===== config.mk =====
export PLATFORM = sky130hd
export DESIGN_NAME = sfx_sequencer
export DESIGN_NICKNAME = d
export VERILOG_FILES = /design/src/rtl/sfx_pkg.sv /design/src/rtl/sfx_prio_enc.sv /design/src/rtl/sfx_sequencer.sv
export SDC_FILE = /design/constraint.sdc
export NUM_CORES = 1
export LEC_CHECK = 0
export BUFFER_PORTS_ARGS = -buffer_cell sky130_fd_sc_hd__buf_2
export CAP_MARGIN = 10
export CORE_MARGIN = 4
export CORE_UTILIZATION = 35
export DETAILED_ROUTE_END_ITERATION = 8
export PLACE_DENSITY = 0.53
export SYNTH_ARGS = -nofsm -noshare
export SYNTH_HDL_FRONTEND = slang
export SYNTH_HIERARCHICAL = 1
export SYNTH_SLANG_ARGS = --single-unit

===== constraint.sdc =====
create_clock -name Clk -period 2.3 [get_ports Clk]
set_input_delay 0.23 -clock Clk [delete_from_list [all_inputs] [get_ports Clk]]
set_output_delay 0.23 -clock Clk [all_outputs]
set_load 0.01 [all_outputs]

===== src/rtl/sfx_pkg.sv =====
// rtl/sfx_pkg.sv - shared types and constants for the sound-effect sequencer
package sfx_pkg;

  typedef enum logic [1:0] {
    ST_IDLE  = 2'd0,
    ST_ARM   = 2'd1,
    ST_READ  = 2'd2,
    ST_LATCH = 2'd3
  } sfx_state_t;

  typedef logic [1:0] sfx_id_t;

  localparam int          ADDR_W       = 19;
  localparam logic [7:0]  SILENCE      = 8'h80;
  localparam int          LEN0_DEFAULT = 17646;
  localparam int          LEN1_DEFAULT = 12000;
  localparam int          LEN2_DEFAULT = 9000;

endpackage


===== src/rtl/sfx_prio_enc.sv =====
// rtl/sfx_prio_enc.sv - trigger priority encoder, bit 0 wins
module sfx_prio_enc
  import sfx_pkg::*;
(
  input  logic [2:0] trigger,
  output logic       hit,
  output logic [1:0] id
);

  // Lowest set bit selects the effect; id is 0 when nothing is requested
  always_comb begin
    hit = |trigger;
    id  = 2'd0;
    if (trigger[0])      id = 2'd0;
    else if (trigger[1]) id = 2'd1;
    else if (trigger[2]) id = 2'd2;
  end

endmodule


===== src/rtl/sfx_sequencer.sv =====
// rtl/sfx_sequencer.sv - plays one of three sample ROMs, one sample per tick
module sfx_sequencer
  import sfx_pkg::*;
#(
  parameter int LEN0 = LEN0_DEFAULT,
  parameter int LEN1 = LEN1_DEFAULT,
  parameter int LEN2 = LEN2_DEFAULT
) (
  input  logic        Clk,
  input  logic        Reset,
  input  logic        sample_tick,
  input  logic [2:0]  trigger,
  input  logic [7:0]  rom_data,
  output logic [18:0] read_address,
  output logic [1:0]  rom_sel,
  output logic [7:0]  sample_out,
  output logic        sample_valid,
  output logic        busy,
  output logic        done,
  output logic        overrun
);

  sfx_state_t        state, state_n;
  logic [18:0]       addr_n;
  sfx_id_t           sel_n;
  logic [7:0]        sout_n;
  logic              ovr_n;

  logic              trig_hit;
  logic [1:0]        trig_id;
  logic [18:0]       len_sel;
  logic              last_addr;
  logic              retrig;

  sfx_prio_enc u_prio_enc (
    .trigger (trigger),
    .hit     (trig_hit),
    .id      (trig_id)
  );

  // Length of the currently selected effect
  always_comb begin
    case (rom_sel)
      2'd0:    len_sel = 19'(LEN0);
      2'd1:    len_sel = 19'(LEN1);
      default: len_sel = 19'(LEN2);
    endcase
  end

  // Equal-or-higher priority request preempts the playing effect
  always_comb begin
    last_addr = (read_address == (len_sel - 19'd1));
    retrig    = trig_hit && (trig_id <= rom_sel);
  end

  // State register and datapath registers
  always_ff @(posedge Clk) begin
    if (Reset) begin
      state        <= ST_IDLE;
      read_address <= '0;
      rom_sel      <= '0;
      sample_out   <= SILENCE;
      overrun      <= 1'b0;
    end else begin
      state        <= state_n;
      read_address <= addr_n;
      rom_sel      <= sel_n;
      sample_out   <= sout_n;
      overrun      <= ovr_n;
    end
  end

  // Next-state logic and per-cycle strobes
  always_comb begin
    state_n      = state;
    addr_n       = read_address;
    sel_n        = rom_sel;
    sout_n       = sample_out;
    ovr_n        = overrun;
    sample_valid = 1'b0;
    done         = 1'b0;
    busy         = (state != ST_IDLE);

    case (state)
      ST_IDLE: begin
        if (trig_hit) begin
          sel_n   = trig_id;
          addr_n  = '0;
          state_n = ST_ARM;
        end
      end
      ST_ARM: begin
        if (retrig) begin
          sel_n   = trig_id;
          addr_n  = '0;
        end else if (sample_tick) begin
          state_n = ST_READ;
        end
      end
      ST_READ: begin
        // ROM output for the held address is valid now; capture it so it
        // is presented together with sample_valid in LATCH
        if (sample_tick) ovr_n = 1'b1;
        if (retrig) begin
          sel_n   = trig_id;
          addr_n  = '0;
          state_n = ST_ARM;
        end else begin
          sout_n  = rom_data;
          state_n = ST_LATCH;
        end
      end
      ST_LATCH: begin
        sample_valid = 1'b1;
        if (sample_tick) ovr_n = 1'b1;
        if (retrig) begin
          sel_n   = trig_id;
          addr_n  = '0;
          state_n = ST_ARM;
        end else if (last_addr) begin
          done    = 1'b1;
          busy    = 1'b0;
          sout_n  = SILENCE;
          state_n = ST_IDLE;
        end else begin
          addr_n  = read_address + 19'd1;
          state_n = ST_ARM;
        end
      end
      default: state_n = ST_IDLE;
    endcase

    // Reset aborts playback without signalling completion
    if (Reset) done = 1'b0;
  end

endmodule


# ---- After elaboration in Yosys (flattened, before gate mapping)
# Cells that the tools add are included.
dict set report word_totals {
  register_bits 32
  output_inout_bits 33
  wordCells 67
}
dict set report classes {
  n_addsub 2
  order_cmp 1
  eq_ne 14
  n_mux 31
  reduce_logical 14
}
# operator n
set op_table {}
lappend op_table {{$mux W19} 4}
lappend op_table {{$pmux W19 S3} 1}
lappend op_table {{$pmux W15 S2} 1}
lappend op_table {{$mux W8} 3}
lappend op_table {{$add A19 B1 Y19 const B} 1}
lappend op_table {{$eq A19 B19 Y1} 1}
lappend op_table {{$sub A19 B1 Y19 const B} 1}
lappend op_table {{$mux W2} 9}
lappend op_table {{$pmux W8 S2} 1}
lappend op_table {{$ne A2 B2 Y1 const B} 6}
lappend op_table {{$mux W1} 10}
lappend op_table {{$pmux W2 S4} 1}
lappend op_table {{$reduce_and A3 Y1} 2}
lappend op_table {{$reduce_or A3 Y1} 2}
lappend op_table {{$eq A2 B1 Y1 const B} 2}
lappend op_table {{$eq A2 B2 Y1 const B} 2}
lappend op_table {{$logic_not A2 Y1} 2}
lappend op_table {{$ne A2 B1 Y1 const B} 2}
lappend op_table {{$pmux W2 S2} 1}
lappend op_table {{$reduce_and A2 Y1} 2}
lappend op_table {{$reduce_and A4 Y1} 1}
lappend op_table {{$reduce_bool A2 Y1} 2}
lappend op_table {{$reduce_or A2 Y1} 2}
lappend op_table {{$ne A3 B3 Y1 const B} 1}
lappend op_table {{2 further kinds} 2}

# ---- Logic depth before layout (Yosys ltp)
# Gate-level depths: netlist (run 1).
dict set report logic_depth {
  ltp_word 8
  depth_mapped 9
  depth_no_buf 9
}

# ---- Cells and area by module
# Netlist (run 1), hierarchy kept.
# mod instances cells_per_inst area_per_inst_um2
set by_module_without_submodules {}
lappend by_module_without_submodules {sfx_sequencer 1 216 1854.3}
lappend by_module_without_submodules {sfx_prio_enc 1 3 20.0}

# ---- Worst setup path after synthesis (run 1)
# Ideal clock, no wire load.
dict set report synth_path {
  path_kind {flip-flop to output port}
  from {reg rom_sel[1]}
  to {out busy}
  arrival_ps 1958
  required_ps 2070
  path_slack_ps 112
  stages_incl_launch_ff 9
  path_buffers 3
  path_cell_list {dfxtp_1 buf_6 inv_1 ha_1 and3_1 a21oi_2 clkbuf_1 clkbuf_1 a21oi_1}
}
dict set report synth_via {
  elab_chain_cells 7
  elab_cells_between_ends 10
  cone_classes {add/sub (1); order compare (1); eq/ne (2); mux (4); reduce/logical (2)}
}
# item line_no
set synth_lines {}
lappend synth_lines {{start, declared} sfx_sequencer.sv:15} ;# output logic [1:0] rom_sel,
lappend synth_lines {{start signal, assigned} sfx_sequencer.sv:67} ;# rom_sel <= sel_n;
lappend synth_lines {{$eq A2 B1 Y1 or $logic_not A2 Y1 (tied branches)} sfx_sequencer.sv:43} ;# case (rom_sel)
lappend synth_lines {{$pmux W15 S2} sfx_sequencer.sv:43}
lappend synth_lines {{$sub A19 B1 Y19} sfx_sequencer.sv:52} ;# last_addr = (read_address == (len_sel - 19'd1));
lappend synth_lines {{$eq A19 B19 Y1} sfx_sequencer.sv:52}
lappend synth_lines {{$mux W1} sfx_sequencer.sv:120} ;# end else if (last_addr) begin
lappend synth_lines {{$mux W1 (*)} sfx_sequencer.sv:116} ;# if (retrig) begin
lappend synth_lines {{$mux W1 (*)} sfx_sequencer.sv:84} ;# case (state)
lappend synth_lines {{end, declared} sfx_sequencer.sv:18} ;# output logic busy,
# Mark *: on every way between the ends. The rest lies on a longest branch, timed or not.

# ---- Worst setup path in the final report (run 1)
dict set report layout_path {
  from {reg read_address[10]}
  to {out done}
}
dict set report layout_via {
  elab_chain_cells 5
}
# item line_no
set layout_lines {}
lappend layout_lines {{start, declared} sfx_sequencer.sv:14} ;# output logic [18:0] read_address,
lappend layout_lines {{start signal, assigned} sfx_sequencer.sv:66} ;# read_address <= addr_n;
lappend layout_lines {{$eq A19 B19 Y1} sfx_sequencer.sv:52}
lappend layout_lines {{$mux W1} sfx_sequencer.sv:120}
lappend layout_lines {{$mux W1} sfx_sequencer.sv:116}
lappend layout_lines {{$mux W1} sfx_sequencer.sv:84}
lappend layout_lines {{$mux W1} sfx_sequencer.sv:134} ;# if (Reset) done = 1'b0;
lappend layout_lines {{end, declared} sfx_sequencer.sv:19} ;# output logic done,
# Every way passes these cells.

==> results.md, run 1 <==
- Global Route met3 Usage: 4.21%
- Placed instance count: between 300 and 400
- Post-Synth Adder-Cell Area: roughly 5.3%
- Status: completed
- Post-DRT Antenna Nets: 0
- RD Place Congestion: 0.733
- Clock power share: 27.6%
- Worst Setup End Kind: output pin
- Routed via count: 1785
- Syn-to-layout area delta: 24.2%
- Critical Path RT: a little over 2 ns
- Period utilization: 93.3%
- PostCTS Resize Cnt: 0
- Mapped Area: roughly 1900 um^2
- Die ar.: between 6000 and 7000 um^2
- CTS Buf Count: 5
- Crit Path Max Fanout: 6
- Floorplan die height: ~80 um
- Final hold violation count: 0
- Clk buf depth: 2
- Total GRT Usage: 15.3%
- Initial Util: 36.5%
- Peak supply drop: 279 uV
- Most frequent cells in the layout: buf_2, dfxtp_1, or3_1
- Crit path DAT: between 1.5 and 2 ns
- Antenna violations before repair: 0
- Peak Freq: roughly 470 MHz
- MaxCap Viol Count: 0
- Startpoint Class: flop
- Share of layout cells above drive strength 1: 27.2%
- Most Crowded Layer GR: met2
- Sw Share: between 30% and 40%
- Post-synthesis sequential area ratio: about a third
- Finished Layout Cells: around 350
- Reg2reg start: state[1]$_SDFFE_PP0P_
- Wirelength, routed: between 4 and 5 mm
- H-tree depth: 2
- Mux share of post-synthesis cell area: around 1.7%
- FF-to-FF path depth: 6
- Endpoints failing setup: 0
- Hold Crit Class: in -> reg
- Site row count: 26
- Ports: 47
- CTS tree: built
- Flop pwr share: 38.8%
- Yosys cell types: 46
- Met2 Resource Use GR: a little under a quarter
- Reg clk slew, reported paths: roughly 0.070 ns
- Via density: about 5.2
- Power per cell area: around 700 nW/um^2
- Later-pin clock latency in the skew report: 0.28 ns
- Minimum clock period: 2.15 ns
- WHS Path Cells: 3
- Xor/xnor cell area share of the yosys netlist: 5.14%
- CTS sink count: 32
- First-pass GRT wire length: 8.00 mm
- Main synth FF type: dfxtp_1
- Compound-Gate Fraction of Synth Area: around a fifth
- Reg2Reg Setup Slack: 0.22 ns
- Final nets: around 300
- Cells after synthesis: roughly 220
- Yosys warning count: 6
- Worst slew pin tran: 0.900 ns
- Worst Skew: about 0.0055 ns
- Die width: between 80 and 90 um
- NetSw: 0.000552 W
- Root buffer cell: clkbuf_8
- DR WL/cell: between 10 and 15 um
- Ant. Diodes: 0
- FF+latch count, synth: 32
- Syn Nets: between 200 and 250
- First DRT Iteration DRCs: 86
- RSZ-0062 raised after global routing: false
- Commonest non-fill, non-tap cell in the layout: buf_2
- Number of global-route vias before repair: approximately 1700
- P_leak: 0.896 nW
- Total internal power: between 0.001 and 0.0015 W
- Gr ovfl total: 0
- Rel. slew slack: ~40%
- Comb pwr share: between 30% and 40%
- Core area: 5140 um^2
- Worst reg2reg path endpoint: read_address[12]$_SDFFE_PP0P_
- Critical path class: reg -> out
- # hold bufs at CTS: 0
- Avg Inst Size Synth: roughly 8.6 um^2
- Number of I/O port buffers: 46
- DR pass1 iterations: 4
- Post-CTS Setup Inserts: 0
- Worst hold start: rom_data[1]
- Pin count of the biggest net entering global routing: 25
- Simple-Gate Fraction of Synth Area: 30.3%
- Worst Hold End: sample_out[1]$_SDFFE_PP0P_
- Residual DRC: 0
- Async set-reset flop share out of synthesis: 0%
- Hpwl dp: ~3.5 mm
- Main combinational cell family by area after synthesis: simple AND/OR/NAND/NOR gates
- Slew Viols, Final: 0
- Final setup TNS: 0 ns
- FILL cells: between 500 and 600
- GRT met1 Usage: between 20% and 30%
- Number of synthesized flops with an enable pin: 0
[worst max-delay path by stage]
stage                                       start                       endpoint
floorplan                 rom_sel[1]$_SDFFE_PP0P_                           busy
detailed placement                     trigger[1]          state[0]$_SDFFE_PP0P_
CTS                       rom_sel[1]$_SDFFE_PP0P_                           done
finish              read_address[10]$_SDFFE_PP0P_                           done
global placement                       trigger[1]  read_address[12]$_SDFFE_PP0P_
global route        read_address[10]$_SDFFE_PP0P_                           done
[critical path, cell delays in order (launching register included)]
cell and delay (ns):
dfxtp_1 0.42, inv_1 0.11, o41ai_1 0.34, buf_4 0.18, o211ai_2 0.14, nor4_2 0.26
buf_2 0.18
[cell type report]
cell class	count	area [um^2]	share of cell area [%]
Inverter	10	37.5	1.61
Clock buffer	6	82.6	3.55
Timing Repair Buffer	57	313	13.4
Clock inverter	2	10.0	0.430
Sequential cell	32	641	27.5
Tap cell	70	87.6	3.76
Multi-Input combinational cell	169	1160	49.7
[registers in the layout (all words and copies together), names as in the netlist]
name	count
rom_sel	2
read_address	19
state	2
sample_out	8
overrun	1
[cell usage after synthesis (all sizes together) (2+ instances only)]
cell / number / area (um^2)
nor4b: 3 / 26.3
buf: 2 / 22.5
nor2: 16 / 62.6
inv: 10 / 37.5
nor4: 3 / 18.8
clkbuf: 6 / 22.5
a211oi: 2 / 15.0
nor3: 5 / 25.0
o211ai: 8 / 65.1
mux2i: 2 / 20.0
nand2: 9 / 33.8
and3: 3 / 20.0
a2111o: 2 / 22.5
xor2: 6 / 52.6
nor3b: 2 / 15.0
a21oi: 14 / 73.8
nand2b: 11 / 68.8
xnor2: 5 / 43.8
a21boi: 2 / 15.0
ha: 8 / 100
o2111ai: 2 / 23.8
o21ai: 11 / 55.1
a31oi: 2 / 12.5
or3: 17 / 106
nor2b: 3 / 18.8
nand4b: 9 / 78.8
dfxtp: 32 / 641
nand4: 4 / 25.0
nand3: 9 / 45.0
[power groups by stage]
stage	Sequential [W]	Combinational (W)	Clock [W]
floorplan	0.000666	0.000331	0
global placement	0.000648	0.000550	0
detailed placement	0.000648	0.000551	0
CTS	0.000635	0.000554	0.000471
global route	0.000642	0.000616	0.000490
finish	0.000634	0.000548	0.000450
[per-stage QoR]
step	setup slack (ns)	power [W]	utilization, %	hold WS (ns)	instance area [um^2]
after CTS	0.0149	0.00166	45.2	0.218	2320
after detailed placement	0.0846	0.00120	43.4	0.443	2230
after floorplan	0.112	0.000997	-	0.391	1870
after global placement	0.156	0.00120	43.4	0.435	2230
final	0.154	0.00163	45.3	0.221	2330
after global routing	0.0103	0.00175	45.3	0.231	2330
[cells by family (layout without fill, tap and decap cells)]
| group | count (synthesis) | count (layout) |
|---|---|---|
| AOI/OAI and AO/OA | 50 | 50 |
| xor gates and xnor gates | 11 | 11 |
| adders and majority gates | 8 | 8 |
| buffers and inverters | 18 | 75 |
| DFF | 32 | 32 |
| muxes | 3 | 3 |
| and+or+nand+nor | 97 | 97 |
[layer usage]
metal / routed length [um] / part of all wire, % / vias to the layer above
met5: 0 / 0 / -
met3: 229 / 4.9 / 5
met1: 2320 / 50 / 825
met2: 2060 / 44 / 32
li1: - / - / 923
met4: 55 / 1.2 / 0
(Power assumes the default switching activity.)
==> inputs of run 2 (changes only) <==
- SETUP_SLACK_MARGIN: not set -> 0.5
==> results.md, run 2 (synthesized netlist as in run 1, its figures left out) <==
- First-pass GRT wire length: roughly 8.5 mm
- Crit Path Max Fanout: 5
- Gr ovfl total: 0
- Area of the multi-input gates: approximately 1500 um^2
- Ant. Diodes: 0
- Initial Util: a little over a third
- Share of layout cells above drive strength 1: 48.0%
- Worst Setup End Kind: output pin
- Reg clk slew, reported paths: about 0.070 ns
- Total internal power: approximately 0.0012 W
- # hold bufs at CTS: 0
- Crit path DAT: about 1.8 ns
- Peak supply drop: between 300 and 400 uV
- Via density: ~5.2
- First DRT Iteration DRCs: about 110
- Later-pin clock latency in the skew report: 0.28 ns
- Worst Skew: approximately 0.0036 ns
- Wirelength, routed: between 5 and 6 mm
- Largest Register: read_address
- Comb pwr share: around 43%
- Final nets: ~320
- Floorplan die height: approximately 81 um
- Crit-path slowest cell: dfxtp_4
- Slew Viols, Final: 0
- Critical Path RT: a little over 2 ns
- Max reg flops: 19
- MaxCap Viol Count: 0
- Most frequent cells in the layout: buf_2, dfxtp_1, buf_4
- Cells along the critical path: buf_6, and4b_1, o211a_1, o2111ai_4, nor4_4, buf_2
- Root buffer cell: clkbuf_8
- DR pass1 iterations: 4
- Ports: 47
- Pin count of the biggest net entering global routing: 25
- Worst slew pin tran: between 0.5 and 0.6 ns
- Number of global-route vias before repair: between 1500 and 2000
- Syn-to-layout area delta: 50.5%
- Hpwl dp: about 3.3 mm
- Final hold violation count: 0
- Total GRT Usage: roughly 17%
- Top Registers: read_address (19), sample_out (8)
- Flop pwr share: between 30% and 40%
- Rel. slew slack: between 60% and 70%
- Commonest non-fill, non-tap cell in the layout: buf_2
- Startpoint Class: flop
- Peak Freq: ~480 MHz
- Clock power share: a little under a quarter
- Final core utilization: 54.9%
- Hold Crit Class: in -> reg
- Post-DRT Antenna Nets: 0
- CTS sink count: 32
- Period utilization: about nine tenths
- Endpoints failing setup: 0
- Antenna violations before repair: 0
- H-tree depth: 2
- Critical path class: reg -> out
- Number of I/O port buffers: 46
- FILL cells: between 500 and 600
- RSZ-0062 raised after global routing: true
- Die ar.: about 6600 um^2
- Final setup TNS: 0 ns
- NetSw: slightly below 0.0007 W
- Residual DRC: 0
- Die width: roughly 80 um
- Site row count: 26
- Status: completed
- Routed via count: ~1900
- P_leak: roughly 1.1 nW
- CTS Buf Count: 5
- Core area: between 5000 and 6000 um^2
- RD Place Congestion: ~0.81
- Sw Share: between 30% and 40%
- DR WL/cell: around 15 um
- Total power: between 0.0015 and 0.002 W
- Minimum clock period: about 2.1 ns
- CP max stage delay: about 0.37 ns
- Power per cell area: around 680 nW/um^2
- Storage cell area: approximately 660 um^2
- Clk buf depth: 2
- CTS tree: built
## run 2: power by group through the flow
| stage | sequential (W) | combinational [W] | clock, W |
|---|---|---|---|
| 2_1_floorplan | 0.000666 | 0.000373 | 0 |
| 5_1_grt | 0.000655 | 0.000899 | 0.000496 |
| 3_5_place_dp | 0.000657 | 0.000526 | 0 |
| 6_report | 0.000648 | 0.000831 | 0.000451 |
| 3_3_place_gp | 0.000658 | 0.000524 | 0 |
| 4_1_cts | 0.000636 | 0.000649 | 0.000467 |
## run 2: path summary, 6_finish.rpt
kind	from	end	slack (ns)	cells past startpoint
max	rom_sel[1]$_SDFFE_PP0P_	done	0.23	6
min	sample_tick	overrun$_SDFFE_PP0P_	0.23	3
max reg2reg	rom_sel[0]$_SDFFE_PP0P_	read_address[4]$_SDFFE_PP0P_	0.24	8
min reg2reg	overrun$_SDFFE_PP0P_	overrun$_SDFFE_PP0P_	0.45	2
## run 2: final cells by class
type	instances	share of cell area, %
repair buffers	75	17.3
clock inverters	2	0.355
inverters	10	1.51
well taps	70	3.10
flip-flops and latches	32	23.4
clock buffers	6	2.93
multi-input cells	169	51.4
## run 2: layer usage
layer  track usage (%)  vias up  part of all wire, %
met5                 0        -                    0
met4              4.56        0                  1.8
met3              3.88       11                  5.1
met2              26.1       45                   46
met1              22.8      883                   47
li1                  -      957                    -
## run 2: stage by stage
step	hold slack, ns	instances	setup WS, ns	area (um^2)
after floorplan	0.391	219	0.315	1940
after global placement	0.432	332	0.112	2250
after detailed placement	0.438	332	0.0800	2250
after CTS	0.227	355	0.221	2580
after global routing	0.226	364	0.129	2820
final	0.231	364	0.235	2820
## run 2: what timing repair did
| action | CTS | global route |
|---|---|---|
| resized for setup | 32 | 39 |
| cloned | 1 | 0 |
| buffers inserted | 14 | 9 |
| setup endpoints to repair | 29 | 31 |
| pin swaps | 22 | 25 |
## run 2: worst max-delay path, delay by kind of cell, from the launching register on
family | cells | cell delay (ns)
buf+inv | 2 | 0.30
flops | 1 | 0.37
compound gates | 2 | 0.39
simple gates | 2 | 0.49
==> inputs of run 3 (changes only) <==
- ABC_AREA: not set -> 1
- PLACE_DENSITY: 0.53 -> 0.52
==> results.md, run 3 <==
- Final Cell Area: around 3000 um^2
- Worst hold start: rom_data[4]
- CTS tree: built
- Reg2reg start: rom_sel[1]$_SDFFE_PP0P_
- # hold bufs at CTS: 0
- Syn-to-layout area delta: 37.1%
- DR pass1 iterations: 4
- Post-synthesis sequential area ratio: approximately 29%
- Mapped Area: 2180 um^2
- Clk buf depth: 2
- Most frequent cell after synthesis: nand2_1
- Post-synth top area cell: dfxtp_1
- Number of I/O port buffers: 46
- Rel. slew slack: 75.2%
- Die width: 87.0 um
- First DRT Iteration DRCs: about 190
- Pin count of the biggest net entering global routing: 16
- Share of layout cells above drive strength 1: between 30% and 40%
- DR WL/cell: 14.4 um
- Most frequent cells in the layout: nand2_1, buf_2, nor2_1
- Final hold violation count: 0
- FILL cells: 631
- Number of global-route vias before repair: roughly 2400
- Peak supply drop: around 430 uV
- Yosys top cell area share: between 20% and 30%
- Worst slew pin tran: 0.373 ns
- Crit Path Max Fanout: 5
- Cell Area, Placed: 2520 um^2
- Total GRT Usage: 19.4%
- Commonest cells in the netlist: nand2_1, nor2_1, nand3_1, inv_1, dfxtp_1
- Largest cells by area after synthesis: dfxtp_1, nand2_1, nand3_1
- Die ar.: 7570 um^2
- WHS Path Cells: 3
- Ant. Diodes: 0
- Site row count: 28
- Minimum clock period: between 1.5 and 2 ns
- Critical path class: reg -> out
- Startpoint Class: flop
- Main synth FF type: dfxtp_1
- Wirelength, routed: 7.30 mm
- CTS sink count: 32
- Initial Util: around 36%
- RSZ-0062 raised after global routing: true
- Top Registers: read_address (19), sample_out (8)
- Syn Nets: about 390
- CTS Buf Count: 5
- Worst Setup End Kind: output pin
- Via density: between 5 and 6
- RD Place Congestion: between 0.8 and 0.9
- Core area: ~6000 um^2
- Hpwl dp: between 5 and 6 mm
- Worst reg2reg path endpoint: read_address[1]$_SDFFE_PP0P_
- Yosys cell types: 29
- First-pass GRT wire length: around 12 mm
- FF+latch count, synth: 32
- Crit path DAT: 1.67 ns
- Root buffer cell: clkbuf_8
- Reg clk slew, reported paths: about 0.070 ns
- Max reg flops: 19
- Commonest non-fill, non-tap cell in the layout: nand2_1
- Residual DRC: 0
- Placed instance count: ~480
- Async set-reset flop share out of synthesis: 0%
- Worst Skew: approximately 0.0047 ns
- Slew Viols, Final: 0
- Final core utilization: about 50%
- Hold Crit Class: in -> reg
- Period utilization: between 80 and 90%
- Antenna violations before repair: 0
- Yosys warning count: 6
- Peak Freq: ~530 MHz
- Later-pin clock latency in the skew report: 0.29 ns
- Cells after synthesis: roughly 360
- Final setup TNS: 0 ns
- Final nets: ~450
- Number of synthesized flops with an enable pin: 0
- Largest Register: read_address
- H-tree depth: 2
- Endpoints failing setup: 0
- Finished Layout Cells: approximately 510
- Avg Inst Size Synth: around 6 um^2
- Floorplan die height: 87.0 um
- Critical Path RT: slightly above 2 ns
- FF-to-FF path depth: 13
- Hold WS: 0.182 ns
- Ports: 47
- P_leak: between 1 and 1.5 nW
- MaxCap Viol Count: 0
- Reg2Reg Setup Slack: about 0.44 ns
- Gr ovfl total: 0
- Routed via count: approximately 2500
- Worst Hold End: sample_out[4]$_SDFFE_PP0P_
- Status: completed
- Post-DRT Antenna Nets: 0
- Power per cell area: between 700 and 800 nW/um^2
-- run 3: changes by cell type after synthesis, sizes merged, moves of 4 or more --
| cell | change |
|---|---|
| o21ai | -4 |
| o211ai | -7 |
| xnor2 | -4 |
| nor2 | +36 |
| nand3 | +31 |
| or3 | -17 |
| nand4b | -9 |
| nand2 | +117 |
| nand2b | -11 |
| a21oi | +14 |
| inv | +30 |
-- run 3: cells by family after synthesis --
group | share of synthesized area [%]
AND/OR/NAND/NOR | 45.4
XOR/XNOR | 2.00
AO/OA/AOI/OAI | 9.57
buffers and inverters | 9.11
flip-flops | 29.3
adder cells (fa/ha/maj) | 4.58
-- run 3: layout make-up --
cell class	count	area, um^2	area share (%)
Clock buffer	7	96.3	3.22
Clock inverter	1	30.0	1.00
Inverter	40	163	5.43
Multi-Input combinational cell	286	1530	51.0
Sequential cell	32	656	21.9
Tap cell	75	93.8	3.13
Timing Repair Buffer	66	429	14.3
-- run 3: worst max-delay path by stage --
stage                                               to  slack (ns)                    start  depth (start not counted)
after floorplan                                   busy        0.51  rom_sel[1]$_SDFFE_PP0P_                         10
after global placement    read_address[1]$_SDFFE_PP0P_        0.21               trigger[1]                         15
after detailed placement  read_address[1]$_SDFFE_PP0P_        0.17               trigger[1]                         15
after CTS                                         busy        0.33  rom_sel[1]$_SDFFE_PP0P_                         10
after global routing                              done        0.32  rom_sel[1]$_SDFFE_PP0P_                          9
final                                             busy        0.40  rom_sel[1]$_SDFFE_PP0P_                         10
-- run 3: what timing repair did --
action,in CTS,in global routing
gates cloned,1,3
setup buffers,9,3
gates resized for setup,15,40
pin swaps,8,8
setup endpoints to repair,29,30
-- run 3: per-layer routing --
metal,track usage (%),wire length [um]
met1,24.9,3280
met2,31.7,3430
met3,3.69,471
met4,8.36,115
met5,0,0
-- run 3: critical path, cell delays in order (launching register included) --
cell and delay [ns]:
dfxtp_4 0.39, inv_6 0.05, ha_4 0.25, nand2_1 0.05
nand2_2 0.08, a21boi_2 0.07, nor2_4 0.13, nand3_4 0.12
nand2_2 0.08, inv_1 0.03, buf_2 0.12
-- run 3: metrics by stage --
stage	setup slack, ns	power (W)
after CTS	0.331	0.00201
after floorplan	0.505	0.00110
after detailed placement	0.170	0.00128
final	0.403	0.00214
after global routing	0.324	0.00226
after global placement	0.214	0.00128
-- run 3: report_power, final --
part / switching, W / leakage [nW] / total (W) / internal [W]
Sequential: 0.0000630 / 0.264 / 0.000670 / 0.000607
Combinational: 0.000522 / 0.962 / 0.000857 / 0.000336
Clock: 0.000225 / 0.0645 / 0.000608 / 0.000382
